File: src/rtl/arb_mux2x1.sv
// Two-source round-robin arbiter feeding a single registered output stage.
// Tracks accepted-word counts per source; ties alternate starting with A.
module arb_mux2x1 #(
  parameter int DATA_WIDTH = 8,
  parameter int CNT_WIDTH  = 16
) (
  input  logic                  clk,
  input  logic                  reset,
  input  logic                  in_a_valid,
  input  logic [DATA_WIDTH-1:0] in_a_data,
  output logic                  in_a_ready,
  input  logic                  in_b_valid,
  input  logic [DATA_WIDTH-1:0] in_b_data,
  output logic                  in_b_ready,
  output logic                  out_valid,
  input  logic                  out_ready,
  output logic [DATA_WIDTH-1:0] out_data,
  output logic                  out_sel,
  output logic [CNT_WIDTH-1:0]  cnt_a,
  output logic [CNT_WIDTH-1:0]  cnt_b
);

  logic last_grant;
  logic can_load;
  logic grant_a;
  logic grant_b;
  logic acc_a;
  logic acc_b;

  assign can_load = !out_valid | out_ready;

  // last_grant=1 means B won last, so a tie goes to A
  assign grant_a = in_a_valid & (!in_b_valid | last_grant);
  assign grant_b = in_b_valid & (!in_a_valid | !last_grant);

  assign in_a_ready = grant_a & can_load & !reset;
  assign in_b_ready = grant_b & can_load & !reset;

  assign acc_a = in_a_valid & in_a_ready;
  assign acc_b = in_b_valid & in_b_ready;

  always_ff @(posedge clk or posedge reset) begin
    if (reset) begin
      out_valid  <= 1'b0;
      out_data   <= '0;
      out_sel    <= 1'b0;
      last_grant <= 1'b1;
      cnt_a      <= '0;
      cnt_b      <= '0;
    end else begin
      if (acc_a | acc_b) begin
        out_valid  <= 1'b1;
        out_data   <= acc_b ? in_b_data : in_a_data;
        out_sel    <= acc_b;
        last_grant <= acc_b;
      end else if (out_ready) begin
        out_valid <= 1'b0;
      end
      if (acc_a)
        cnt_a <= cnt_a + CNT_WIDTH'(1);
      if (acc_b)
        cnt_b <= cnt_b + CNT_WIDTH'(1);
    end
  end

endmodule

File: config.mk
export PLATFORM = sky130hd
export DESIGN_NAME = arb_mux2x1
export DESIGN_NICKNAME = d
export VERILOG_FILES = /design/src/rtl/arb_mux2x1.sv
export SDC_FILE = /design/constraint.sdc
export NUM_CORES = 1
export LEC_CHECK = 0
export CORE_ASPECT_RATIO = 0.6
export CORE_MARGIN = 3
export CORE_UTILIZATION = 45
export CTS_CLUSTER_DIAMETER = 40
export DETAILED_ROUTE_END_ITERATION = 7
export GPL_TIMING_DRIVEN = 0
export PLACE_DENSITY = 0.84
export SETUP_SLACK_MARGIN = 0.1
export SYNTH_ARGS = -nofsm -noshare
export SYNTH_HDL_FRONTEND = slang
export SYNTH_SLANG_ARGS = --single-unit
File: constraint.sdc
create_clock -name clk -period 5.42 [get_ports clk]
set_clock_uncertainty 0.1 [all_clocks]
set_input_delay 1.626 -clock clk [delete_from_list [all_inputs] [get_ports clk]]
set_output_delay 1.626 -clock clk [all_outputs]
set_load 0.05 [all_outputs]
==> out/qor.yml <==
drt:
  drc_errors: 0
  vias: 1680
  avgViaCountPerCell: 5.19
  firstDrtPassIters: 4
  ant_nets: 0
  wire_per_inst_um: 15.2
  initialDrtViolationCount: 155
  routed_wl_um: 4940
floorplanning:
  ios: 65
  initial_core_util_pct: 50.3
  dieArea_um2: 5250
  fp.dieH_um: 57.4
  rows: 17
  die_w_um: 91.6
  core-area_um2: 3940
timing:
  clock.fmax_mhz: 192
  worst_pin_slew_ns: 1.11
  min_period_ns: 5.22
  final-setup-viol-count: 0
  worst_slack_ns: 0.203
  drv_slew: 0
  whs_ns: 0.371
  finalCritPeriodShare_pct: 96.2
  finalHoldViolCount: 0
  rsz0062_at_grt: "false"
  slew_headroom_pct: 25.6
critical_path:
  crit_path_start: "reset"
  slowest_stage: "clkdlybuf4s50_1"
  regToRegSetupSlack_ns: 3.35
  r2r_start: "out_valid$_DFFE_PP0P_"
  path_buf_inv: 5
  required_ns: 3.69
  cp_max_fo: 10
  start_kind: "primary input"
  path_cells: "clkdlybuf4s50_1, or3_1, buf_6, inv_2, buf_4, clkdlybuf4s15_2"
  critPathKind: "primary input to primary output"
  cpLargestDelayFamily: "buffers and inverters"
  end_kind: "primary output"
  cpPeakStageDelay_ns: 0.57
  cp.arrival_ns: 3.49
placed_design:
  postPlaceCellArea_um2: 2690
  hpwl_um: 3460
  io_buffers: 64
  place_congestion: 0.744
  dpl_worst_slack_ns: -0.933
logic_synthesis:
  synth_top_family_by_area: "simple AND/OR/NAND/NOR gates"
  synthCells: 192
  yosysMostFrequentCell: "dfrtp_1"
  yosysTopAreaCellShare_pct: 53.1
  yosysUniqueCellTypes: 31
  synth_simple_gate_area_share_pct: 22.8
  synth.largest_area_cell: "dfrtp_1"
  syn-num-nets: 215
  synth_edf_count: 0
  synthTopCellsByCount: "dfrtp_1, nand2_1, xnor2_1, a21oi_1, nor2_1"
  synth-adder-area-share_pct: 1.27
  ys_ff_latch: 43
  synthTopCellsByArea: "dfrtp_1, xnor2_1, nand2_1"
  synth_xor_area_share_pct: 13.7
  avgSynthCellArea_um2: 10.3
  synth_ff_type: "dfrtp_1"
  synth_async_sr_flop_share_pct: 100
  yosysSeqAreaShare_pct: 54.5
  synth_compound_area_share_pct: 4.55
  muxShareOfSynthArea_pct: 0
  netlist_area_um2: 1980
  ys.warnings.count: 0
finish:
  fill_cells: 303
  area_growth_pct: 42.8
  drive_gt1_share_pct: 9.74
  fin_util_pct: 71.8
  antenna_cells: 0
  final_nets: 290
  final_area_um2: 2830
min_path:
  hp-class: "register to register"
  hp-start: "last_grant$_DFFE_PP1P_"
global_route:
  antenna_found_initial: 0
  track_usage_pct: 19.1
  grt_max_degree: 23
  grt_pass1_vias: 1537
  grt.overflow.total: 0
  grt_pass1_wl_um: 7770
clock_network:
  clk_pin_slew_ns: 0.07
  htreeDepth: 2
  clock_path_buffers: 2
  cts_tree: "yes"
  clock-sinks: 43
  hold_buffers: 0
  numCtsBuffers: 5
  worstSkewPairLatency_ns: 0.29
  cts_root_buf: "clkbuf_8"
pwr:
  clkPwrFrac_pct: 20.3
  finalPower_uw: 1170
  netSwitchingPower_uw: 487
  pwr-share-seq_pct: 38.2
  p_per_area_nw_per_um2: 415
  intPower_uw: 685
  switching_share_pct: 41.6
  ir_drop_uv: 264
  power_leakage_uw: 0.00123
  combPwrFrac_pct: 41.5
run_status:
  status: "finished clean"
run:
  cap_violations: 0
[stage by stage]
| stage | instances | TNS, ns |
|---|---|---|
| after floorplan | 192 | 0 |
| after global placement | 313 | -1.15 |
| after detailed placement | 313 | -1.15 |
| after CTS | 322 | 0 |
| after global routing | 324 | 0 |
| final | 324 | 0 |
[worst paths after layout]
check / end / depth (start not counted)
worst max-delay path: in_b_ready / 6
worst min-delay path: last_grant$_DFFE_PP1P_ / 2
worst max register to register: cnt_b[7]$_DFFE_PP0N_ / 4
worst min register to register: last_grant$_DFFE_PP1P_ / 2
max in group asynchronous: cnt_a[1]$_DFFE_PP0P_ / 2
min in group asynchronous: out_data[5]$_DFFE_PP0P_ / 3
[placed cells by master, fill, tap and decap left out, types with 4 or more instances in the layout]
cell,instances
nor3_1,6
xor2_1,12
nand2_1,30
xnor2_1,17
nor2_1,13
nand3_1,9
clkbuf_8,5
a21oi_1,16
nor4_1,4
nand4_1,12
clkdlybuf4s50_1,62
dfrtp_1,42
[metal layers]
layer	up-vias	global-route usage [%]	wire length [µm]
li1	798	-	-
met1	808	27.4	2370
met2	69	27.5	2170
met3	5	6.59	367
met4	0	5.15	34
met5	-	0	0
[tightest hold or removal path: stages, from the launching register on]
cell     delay (ns)
dfstp_2        0.38
nand2_1        0.05
nand2_1        0.05
[power groups by stage]
stage	registers, µW	logic, µW	clock network, µW
floorplan	653	105	0
global placement	450	479	0
detailed placement	453	486	0
CTS	447	490	244
global route	460	512	257
finish	448	486	238
[flip-flops by register name (all words and copies together) (netlist names)]
name,count
cnt_a,16
cnt_b,16
out_data,8
last_grant,1
out_sel,1
out_valid,1
[timing repair]
action / in CTS / in global routing
buffers inserted: 0 / 2
setup endpoints to repair: 2 / 1
resized for setup: 7 / 0
gates cloned: 2 / 0
[kinds of logic (layout without fill, tap and decap cells)]
family	count (synthesis)	count (layout)
buf+inv	13	88
xor+xnor	30	30
compound gates	17	17
fa+ha+maj	2	2
flops	43	43
simple gates	87	87
[cell type report]
type                    instances  area [µm²]  area share, %
multi-input cells             136         837           29.6
plain buffers                   8        46.3           1.64
repair buffers                 66         658           23.3
clock buffers                   6        72.6           2.57
flip-flops and latches         43        1080           38.1
inverters                       5        22.5          0.797
repair inverters                2        10.0          0.354
well taps                      57        71.3           2.52
clock inverters                 1        30.0           1.06
Power figures use the tool's default switching activity.
